--- config.mk ---
export PLATFORM = sky130hd
export DESIGN_NAME = serial_tx8_flat
export DESIGN_NICKNAME = d
export VERILOG_FILES = /design/src/rtl/serial_tx8_if.sv /design/src/rtl/serial_tx8.sv /design/src/flat_wrapper.sv
export SDC_FILE = /design/constraint.sdc
export NUM_CORES = 1
export LEC_CHECK = 0
export CAP_MARGIN = 20
export CORE_UTILIZATION = 50
export CTS_CLUSTER_SIZE = 25
export DETAILED_ROUTE_END_ITERATION = 6
export PLACE_DENSITY = 0.77
export SLEW_MARGIN = 20
export SYNTH_ARGS = -nofsm -noshare
export SYNTH_HDL_FRONTEND = slang
export SYNTH_SLANG_ARGS = --single-unit
--- constraint.sdc ---
create_clock -name clk -period 2.7 [get_ports clk]
set_clock_uncertainty 0.2 [all_clocks]
set_input_delay 0.405 -clock clk [delete_from_list [all_inputs] [get_ports clk]]
set_output_delay 0.405 -clock clk [all_outputs]
set_load 0.01 [all_outputs]
--- src/rtl/serial_tx8_if.sv ---
// rtl/serial_tx8_if.sv - parallel-load / serial-out link bundle for serial_tx8
// Purpose: groups the word/load request and the serial line status of the transmitter.
// Signals: D (parallel word), load (send request), tx (serial line),
//          busy (frame in flight), done (one-cycle completion pulse).
// Modports: master drives D/load and observes tx/busy/done; slave is the transmitter.
interface serial_tx8_if #(
    parameter int WIDTH = 8
);
    logic [WIDTH-1:0] D;
    logic             load;
    logic             tx;
    logic             busy;
    logic             done;

    modport master (
        output D,
        output load,
        input  tx,
        input  busy,
        input  done
    );

    modport slave (
        input  D,
        input  load,
        output tx,
        output busy,
        output done
    );
endinterface

--- src/rtl/serial_tx8.sv ---
// rtl/serial_tx8.sv - parallel-in serial-out frame transmitter (start, WIDTH data LSB first, stop)
// Purpose: captures bus.D on an accepted load and shifts it out on bus.tx,
//          every bit held for CLKS_PER_BIT cycles; all outputs are registered.
// Ports:   clk  - rising-edge clock
//          CLR  - asynchronous active-high clear, forces idle (tx=1, busy=0, done=0)
//          bus  - slave side of serial_tx8_if (D, load in; tx, busy, done out)
module serial_tx8 #(
    parameter int WIDTH        = 8,
    parameter int CLKS_PER_BIT = 4
) (
    input  logic        clk,
    input  logic        CLR,
    serial_tx8_if.slave bus
);
    localparam int DW = $clog2(CLKS_PER_BIT) + 1;
    localparam int BW = $clog2(WIDTH) + 1;
    localparam logic [DW-1:0] DIV_LAST = DW'(CLKS_PER_BIT - 1);
    localparam logic [BW-1:0] BIT_LAST = BW'(WIDTH - 1);

    typedef enum logic [1:0] {
        IDLE  = 2'd0,
        START = 2'd1,
        DATA  = 2'd2,
        STOP  = 2'd3
    } state_t;

    state_t           state_q, state_d;
    logic [DW-1:0]    div_q, div_d;
    logic [BW-1:0]    bit_q, bit_d;
    logic [WIDTH-1:0] shift_q, shift_d;
    logic             tx_q, tx_d;
    logic             busy_q, busy_d;
    logic             done_q, done_d;

    always_ff @(posedge clk or posedge CLR) begin
        if (CLR) begin
            state_q <= IDLE;
            div_q   <= '0;
            bit_q   <= '0;
            shift_q <= '0;
            tx_q    <= 1'b1;
            busy_q  <= 1'b0;
            done_q  <= 1'b0;
        end else begin
            state_q <= state_d;
            div_q   <= div_d;
            bit_q   <= bit_d;
            shift_q <= shift_d;
            tx_q    <= tx_d;
            busy_q  <= busy_d;
            done_q  <= done_d;
        end
    end

    // tx is registered, so each transition loads the value of the *next* bit;
    // that keeps every bit on the line for exactly CLKS_PER_BIT cycles.
    always_comb begin
        state_d = state_q;
        div_d   = div_q;
        bit_d   = bit_q;
        shift_d = shift_q;
        tx_d    = tx_q;
        busy_d  = busy_q;
        done_d  = 1'b0;

        case (state_q)
            IDLE: begin
                if (bus.load) begin
                    state_d = START;
                    shift_d = bus.D;
                    tx_d    = 1'b0;
                    busy_d  = 1'b1;
                    div_d   = '0;
                    bit_d   = '0;
                end
            end
            START: begin
                if (div_q == DIV_LAST) begin
                    div_d   = '0;
                    state_d = DATA;
                    tx_d    = shift_q[0];
                    shift_d = shift_q >> 1;
                end else begin
                    div_d = div_q + 1'b1;
                end
            end
            DATA: begin
                if (div_q == DIV_LAST) begin
                    div_d = '0;
                    if (bit_q == BIT_LAST) begin
                        state_d = STOP;
                        tx_d    = 1'b1;
                    end else begin
                        bit_d   = bit_q + 1'b1;
                        tx_d    = shift_q[0];
                        shift_d = shift_q >> 1;
                    end
                end else begin
                    div_d = div_q + 1'b1;
                end
            end
            STOP: begin
                // load seen on this edge is ignored: the state is still STOP,
                // which gives the mandatory one idle cycle between frames.
                if (div_q == DIV_LAST) begin
                    div_d   = '0;
                    state_d = IDLE;
                    busy_d  = 1'b0;
                    done_d  = 1'b1;
                end else begin
                    div_d = div_q + 1'b1;
                end
            end
            default: begin
                state_d = IDLE;
            end
        endcase
    end

    assign bus.tx   = tx_q;
    assign bus.busy = busy_q;
    assign bus.done = done_q;
endmodule

--- src/flat_wrapper.sv ---
// flat-port wrapper written by rule: the top's interface ports become plain ports
module serial_tx8_flat 
#(
    parameter int WIDTH        = 8,
    parameter int CLKS_PER_BIT = 4
)
  (clk, CLR, bus_D, bus_load, bus_tx, bus_busy, bus_done);
  serial_tx8_if #(.WIDTH(WIDTH)) bus_i ();
  input  logic clk;
  input  logic CLR;
  input wire logic [$bits(bus_i.D)-1:0] bus_D;
  input wire logic [$bits(bus_i.load)-1:0] bus_load;
  output wire logic [$bits(bus_i.tx)-1:0] bus_tx;
  output wire logic [$bits(bus_i.busy)-1:0] bus_busy;
  output wire logic [$bits(bus_i.done)-1:0] bus_done;
  assign bus_i.D = bus_D;
  assign bus_i.load = bus_load;
  assign bus_tx = bus_i.tx;
  assign bus_busy = bus_i.busy;
  assign bus_done = bus_i.done;
  serial_tx8 #(.WIDTH(WIDTH), .CLKS_PER_BIT(CLKS_PER_BIT)) u_core (.clk(clk), .CLR(CLR), .bus(bus_i));
endmodule
==> results of run 1 <==
final cells by class:
type	instances	share of cell area, %
multi-input cells	67	44.95
well taps	28	2.644
flip-flops and latches	20	37.87
clock buffers	4	2.738
repair buffers	13	9.821
inverters	7	1.983
sequential cells by signal, indices dropped and copies added (netlist names):
name and flops:
u_core.bus.done 1, u_core.bus.tx 1, u_core.bus.busy 1, u_core.state_q 2, u_core.div_q 3, u_core.shift_q 8
u_core.bit_q 4
logic make-up (layout without fill, tap and decap cells):
logic type               count (synthesis)  count (layout)  synth area share, %
AO/OA/AOI/OAI                           16              16                11.28
adder cells (fa/ha/maj)                  8               8                8.677
buffers and inverters                   11              24                4.881
flip-flops                              20              20                43.49
multiplexers                            18              18                20.07
AND/OR/NAND/NOR                         25              25                11.61
metal layers:
layer,global-route usage [%],vias to the layer above
li1,-,367
met1,20.78,369
met2,27.33,19
met3,3.086,4
met4,10.95,0
met5,0,-
cells in the mapped netlist, drive strengths merged (2+ instances only):
master / count
dfrtp: 19
a21o: 2
buf: 2
nor2: 7
mux2: 17
ha: 8
clkbuf: 2
nand3b: 2
nand2: 7
nor2b: 3
o21ai: 4
inv: 7
power groups by stage:
| stage | logic, mW | registers, mW | clock network, mW |
|---|---|---|---|
| 2_1_floorplan | 0.832 | 0.503 | 0 |
| 3_3_place_gp | 0.918 | 0.515 | 0 |
| 3_5_place_dp | 0.976 | 0.518 | 0 |
| 4_1_cts | 0.972 | 0.517 | 0.174 |
| 5_1_grt | 1.04 | 0.533 | 0.190 |
| 6_report | 0.964 | 0.518 | 0.170 |
final timing paths:
path,slack [ps],to,depth (start not counted),startpoint
worst max-delay path,300,u_core.shift_q[4]$_DFFE_PP0P_,6,u_core.state_q[0]$_DFFE_PP0P_
worst min-delay path,310,u_core.div_q[1]$_DFFE_PP0P_,2,u_core.div_q[1]$_DFFE_PP0P_
worst max register to register,300,u_core.shift_q[4]$_DFFE_PP0P_,6,u_core.state_q[0]$_DFFE_PP0P_
worst min register to register,310,u_core.div_q[1]$_DFFE_PP0P_,2,u_core.div_q[1]$_DFFE_PP0P_
max in group asynchronous,1520,u_core.shift_q[5]$_DFFE_PP0P_,2,CLR
min in group asynchronous,320,u_core.bus.busy$_DFFE_PP0P_,2,CLR
critical path: stages, from the launching register on:
cell      delay [ps]
dfrtp_1          420
inv_1            110
ha_1             320
nor2_1           210
o21bai_4          90
or3_1            550
mux2_4           380
through the flow:
stage	utilization, %	setup WS (ps)	power, mW
after global placement	58.82	292.2	1.433
after floorplan	-	539.5	1.335
final	60.48	299.5	1.652
after detailed placement	58.82	231.4	1.494
after global routing	60.48	200.4	1.766
after CTS	60.48	300.0	1.663
placed cells by master (no fill, tap or decap):
cell type / count
mux2_4: 8
o31ai_1: 1
a21oi_1: 1
a21o_1: 1
o21ai_0: 4
o32a_1: 1
nor2b_1: 2
nor4_1: 1
nand3b_1: 2
mux2i_1: 1
nand2_1: 7
inv_1: 7
a221oi_1: 1
a211o_2: 1
nand2b_1: 1
o221ai_1: 1
and2b_2: 1
clkbuf_4: 3
clkdlybuf4s50_1: 13
o21bai_4: 1
or3_1: 1
o21a_1: 1
ha_1: 8
nor3b_1: 1
a21o_2: 1
nor2b_4: 1
clkbuf_8: 1
a2bb2oi_1: 1
dfrtp_1: 19
mux2_2: 9
nand3_1: 1
dfstp_2: 1
a22o_1: 1
nor2_1: 7
==> impl_metrics.ini, run 1 <==
[synth]
ys_types = 33
ys_seq_area_share_pct = 43.49
synth_top_area_share_pct = 41.21
synth_largest_area_cell = dfrtp_1
synthCells = 98
synth_seq_cells = 20
yosysWarnings = 0
synth_flop_cell = dfrtp_1
postSynthAreaPerCell_um2 = 11.77
async_reset_ff_share_pct = 100.0
synth-edff-count = 0
synth.area.top_cells = dfrtp_1 (41%), mux2_4 (10%), mux2_2 (8.8%)
netlist_area_mm2 = 0.001154
synthesis.nets = 117

[pwr]
p_per_area_mw_per_mm2 = 1247
p_comb_share_pct = 58.4
pwr-share-seq_pct = 31.4
p_leak_nw = 0.6111
internal_power_mw = 1.059
switchingPower_uw = 593.2
sw_frac_of_total_pct = 35.90
max-vdd-ir-drop_v = 0.0005993
clkPwrFrac_pct = 10.3

[timing]
period_share_pct = 88.91
setup_tns_ps = 0
hold_viol_final = 0
drv_slew = 0
rsz0062_at_grt = no
max_freq_mhz = 416.6
timing.hold.ws_ps = 310.4
setup_viol = 0
worst_pin_slew_ps = 736.9
slew_headroom_pct = 50.82
fin_crit_ps = 2400

[run]
maxCapViolCount = 0

[final_layout]
final-seq-area_um2 = 501.7
final_nets = 131
syn_to_final_growth_pct = 14.86
nFillCells = 170
drive_above_1_share_pct = 24.32
design_area_mm2 = 0.001325
num_antenna_cells = 0
multi_input_area_um2 = 595.6
stdcell_count = 139

[clocking]
postCtsSetupRepairBufs = 0
ctsHoldBuffers = 0
cts_root_buffer = clkbuf_4
insertion_delay_ps = 300
cts_buffers = 3
cts.sinks = 20
cts_resized = 0
clk_pin_slew_ps = 100
cts_buffer_depth = 2
cts_tree = yes
cts_max_level = 1

[setup_path]
arrival_ps = 2390
path_class = reg2reg
crit_fanout = 9
crit_required_ps = 2690
critPathLaunchType = register
end_kind = register

[placement]
place_area_mm2 = 0.001289
hpwl_um = 1361
place_congestion = 0.7927
placed_cells = 135
place.port_buffers = 13

[drt]
drt-met1-wl_um = 839
wl_met2_um = 938
met3_length_um = 63
drc = 0
drtIter0Drc = 19
via_per_inst = 5.460
first_pass_iters = 5
wire_per_inst_um = 13.37
top_layer = met4
drt-total-wl_um = 1859
ant_nets = 0
via_count = 759

[die]
core_area_mm2 = 0.002191
die_h_um = 50.04
ios = 14
dieArea_mm2 = 0.002504
initial_core_util_pct = 52.66
row_count = 17
die_w_um = 50.04

[global_routing]
grt_max_degree = 21
antenna_found_initial = 0
grt_pass1_wl_um = 3187
grt_overflow_total = 0
grt_usage_pct = 17.06
grt_pass1_vias = 782

[run_status]
run_status = complete, no violations

[worst_hold_path]
hold_path.class = reg2reg
(Power assumes the default switching activity.)
==> run 2: changes to the inputs <==
Settings changed: CORE_MARGIN from default to 4, SKIP_CTS_REPAIR_TIMING from default to 1.
==> impl_metrics.ini, run 2 (synthesis results as in run 1) <==
[setup_path]
end_kind = register
r2r_end = u_core.shift_q[3]$_DFFE_PP0P_
crit_slowest_cell = or3_1
crit_chain = inv_1 > ha_1 > nor2_1 > o21bai_4 > or3_1 > mux2_4
critPathLaunchType = register
cp_slowest_stage_delay_ps = 540
arrival_ps = 2360
path_class = reg2reg
rr_worst_depth = 6
crit_fanout = 9
r2r_start = u_core.state_q[0]$_DFFE_PP0P_
r2r_slack_ps = 340
crit_required_ps = 2700

[run]
maxCapViolCount = 0

[drt]
via_count = 744
drt-total-wl_um = 1915
wire_per_inst_um = 13.78
ant_nets = 0
via_per_inst = 5.353
drtIter0Drc = 15
drc = 0
first_pass_iters = 4

[timing]
fin_crit_ps = 2364
drv_slew = 0
period_share_pct = 87.55
setup_tns_ps = 0
max_freq_mhz = 423.0
hold_viol_final = 0
rsz0062_at_grt = no
setup_viol = 0
slew_headroom_pct = 51.77
worst_pin_slew_ps = 722.6
timing.hold.ws_ps = 308.6

[placement]
hpwl_um = 1478
place_congestion = 0.8571
placed_cells = 135
place.port_buffers = 13

[pwr]
max-vdd-ir-drop_v = 0.0005936
p_per_area_mw_per_mm2 = 1236
p_leak_nw = 0.6051

[die]
die_w_um = 56.04
row_count = 17
die_h_um = 56.04
initial_core_util_pct = 52.15
core_area_mm2 = 0.002212
ios = 14
dieArea_mm2 = 0.003140

[final_layout]
final_common_cell = dfrtp_1
num_antenna_cells = 0
mostFrequentLayoutCells = dfrtp_1 (19), clkdlybuf4s50_1 (13), mux2_2 (9)
final_nets = 131
largest_reg_flops = 8
top_regs = u_core.shift_q x8, u_core.bit_q x4, u_core.div_q x3
top_register = u_core.shift_q
syn_to_final_growth_pct = 13.99
drive_above_1_share_pct = 23.42
stdcell_count = 139

[global_routing]
grt_usage_pct = 13.15
grt_max_degree = 21
grt_overflow_total = 0
antenna_found_initial = 0
grt_pass1_wl_um = 3277
grt_pass1_vias = 751

[clocking]
insertion_delay_ps = 300
cts_tree = yes
clk_pin_slew_ps = 110
cts_buffers = 3
cts_root_buffer = clkbuf_4
cts_max_level = 1
cts_buffer_depth = 2
cts.sinks = 20

[worst_hold_path]
hold_path.class = in2async

[run_status]
run_status = complete, no violations
[run 2: cell types whose count changed in the layout (fill, tap and decap cells not counted)]
cell,previous run,this run
clkbuf_1,0,1
clkbuf_8,1,0
[run 2: layer usage]
layer	track usage (%)	part of all wire, %	vias up
met5	0	0	-
met4	5.085	1.5	0
met3	3.016	4.6	5
met2	21.37	50	16
met1	16.83	44	357
li1	-	-	366
[run 2: through the flow]
step / worst slack [ps] / area (um^2) / power [mW] / util (%)
after CTS: 322.0 / 1315 / 1.643 / 59.45
after global routing: 211.1 / 1315 / 1.744 / 59.45
after global placement: 284.1 / 1289 / 1.438 / 58.26
after floorplan: 539.5 / 1154 / 1.335 / -
after detailed placement: 234.3 / 1289 / 1.500 / 58.26
final: 336.1 / 1315 / 1.625 / 59.45
[run 2: final cells by class]
type	count	area, um^2
fillers	190	897.1
well taps	28	35.03
flip-flops and latches	20	501.7
inverters	7	26.28
multi-input cells	67	595.6
clock buffers	4	26.28
repair buffers	13	130.1
[run 2: worst max path at each step]
stage	from	to	slack, ps	cells past startpoint
floorplan	u_core.state_q[0]$_DFFE_PP0P_	u_core.shift_q[0]$_DFFE_PP0P_	540	8
global placement	bus_load	u_core.shift_q[6]$_DFFE_PP0P_	280	5
detailed placement	bus_load	u_core.shift_q[3]$_DFFE_PP0P_	230	5
CTS	u_core.state_q[0]$_DFFE_PP0P_	u_core.shift_q[3]$_DFFE_PP0P_	320	6
global route	u_core.state_q[0]$_DFFE_PP0P_	u_core.shift_q[6]$_DFFE_PP0P_	210	6
finish	u_core.state_q[0]$_DFFE_PP0P_	u_core.shift_q[3]$_DFFE_PP0P_	340	6
[run 2: report_power, final]
group | switching [mW] | total [mW] | internal (mW)
sequential | 0.0898 | 0.521 | 0.431
clock | 0.0871 | 0.145 | 0.0576
combinational | 0.414 | 0.960 | 0.546
[run 2: worst max-delay path: cells and delay by family (launching register included)]
kind	cells	cell delay [ps]
buffers and inverters	1	110
muxes	1	380
DFF	1	410
adders and majority gates	1	320
AOI/OAI and AO/OA	1	90
and+or+nand+nor	2	750
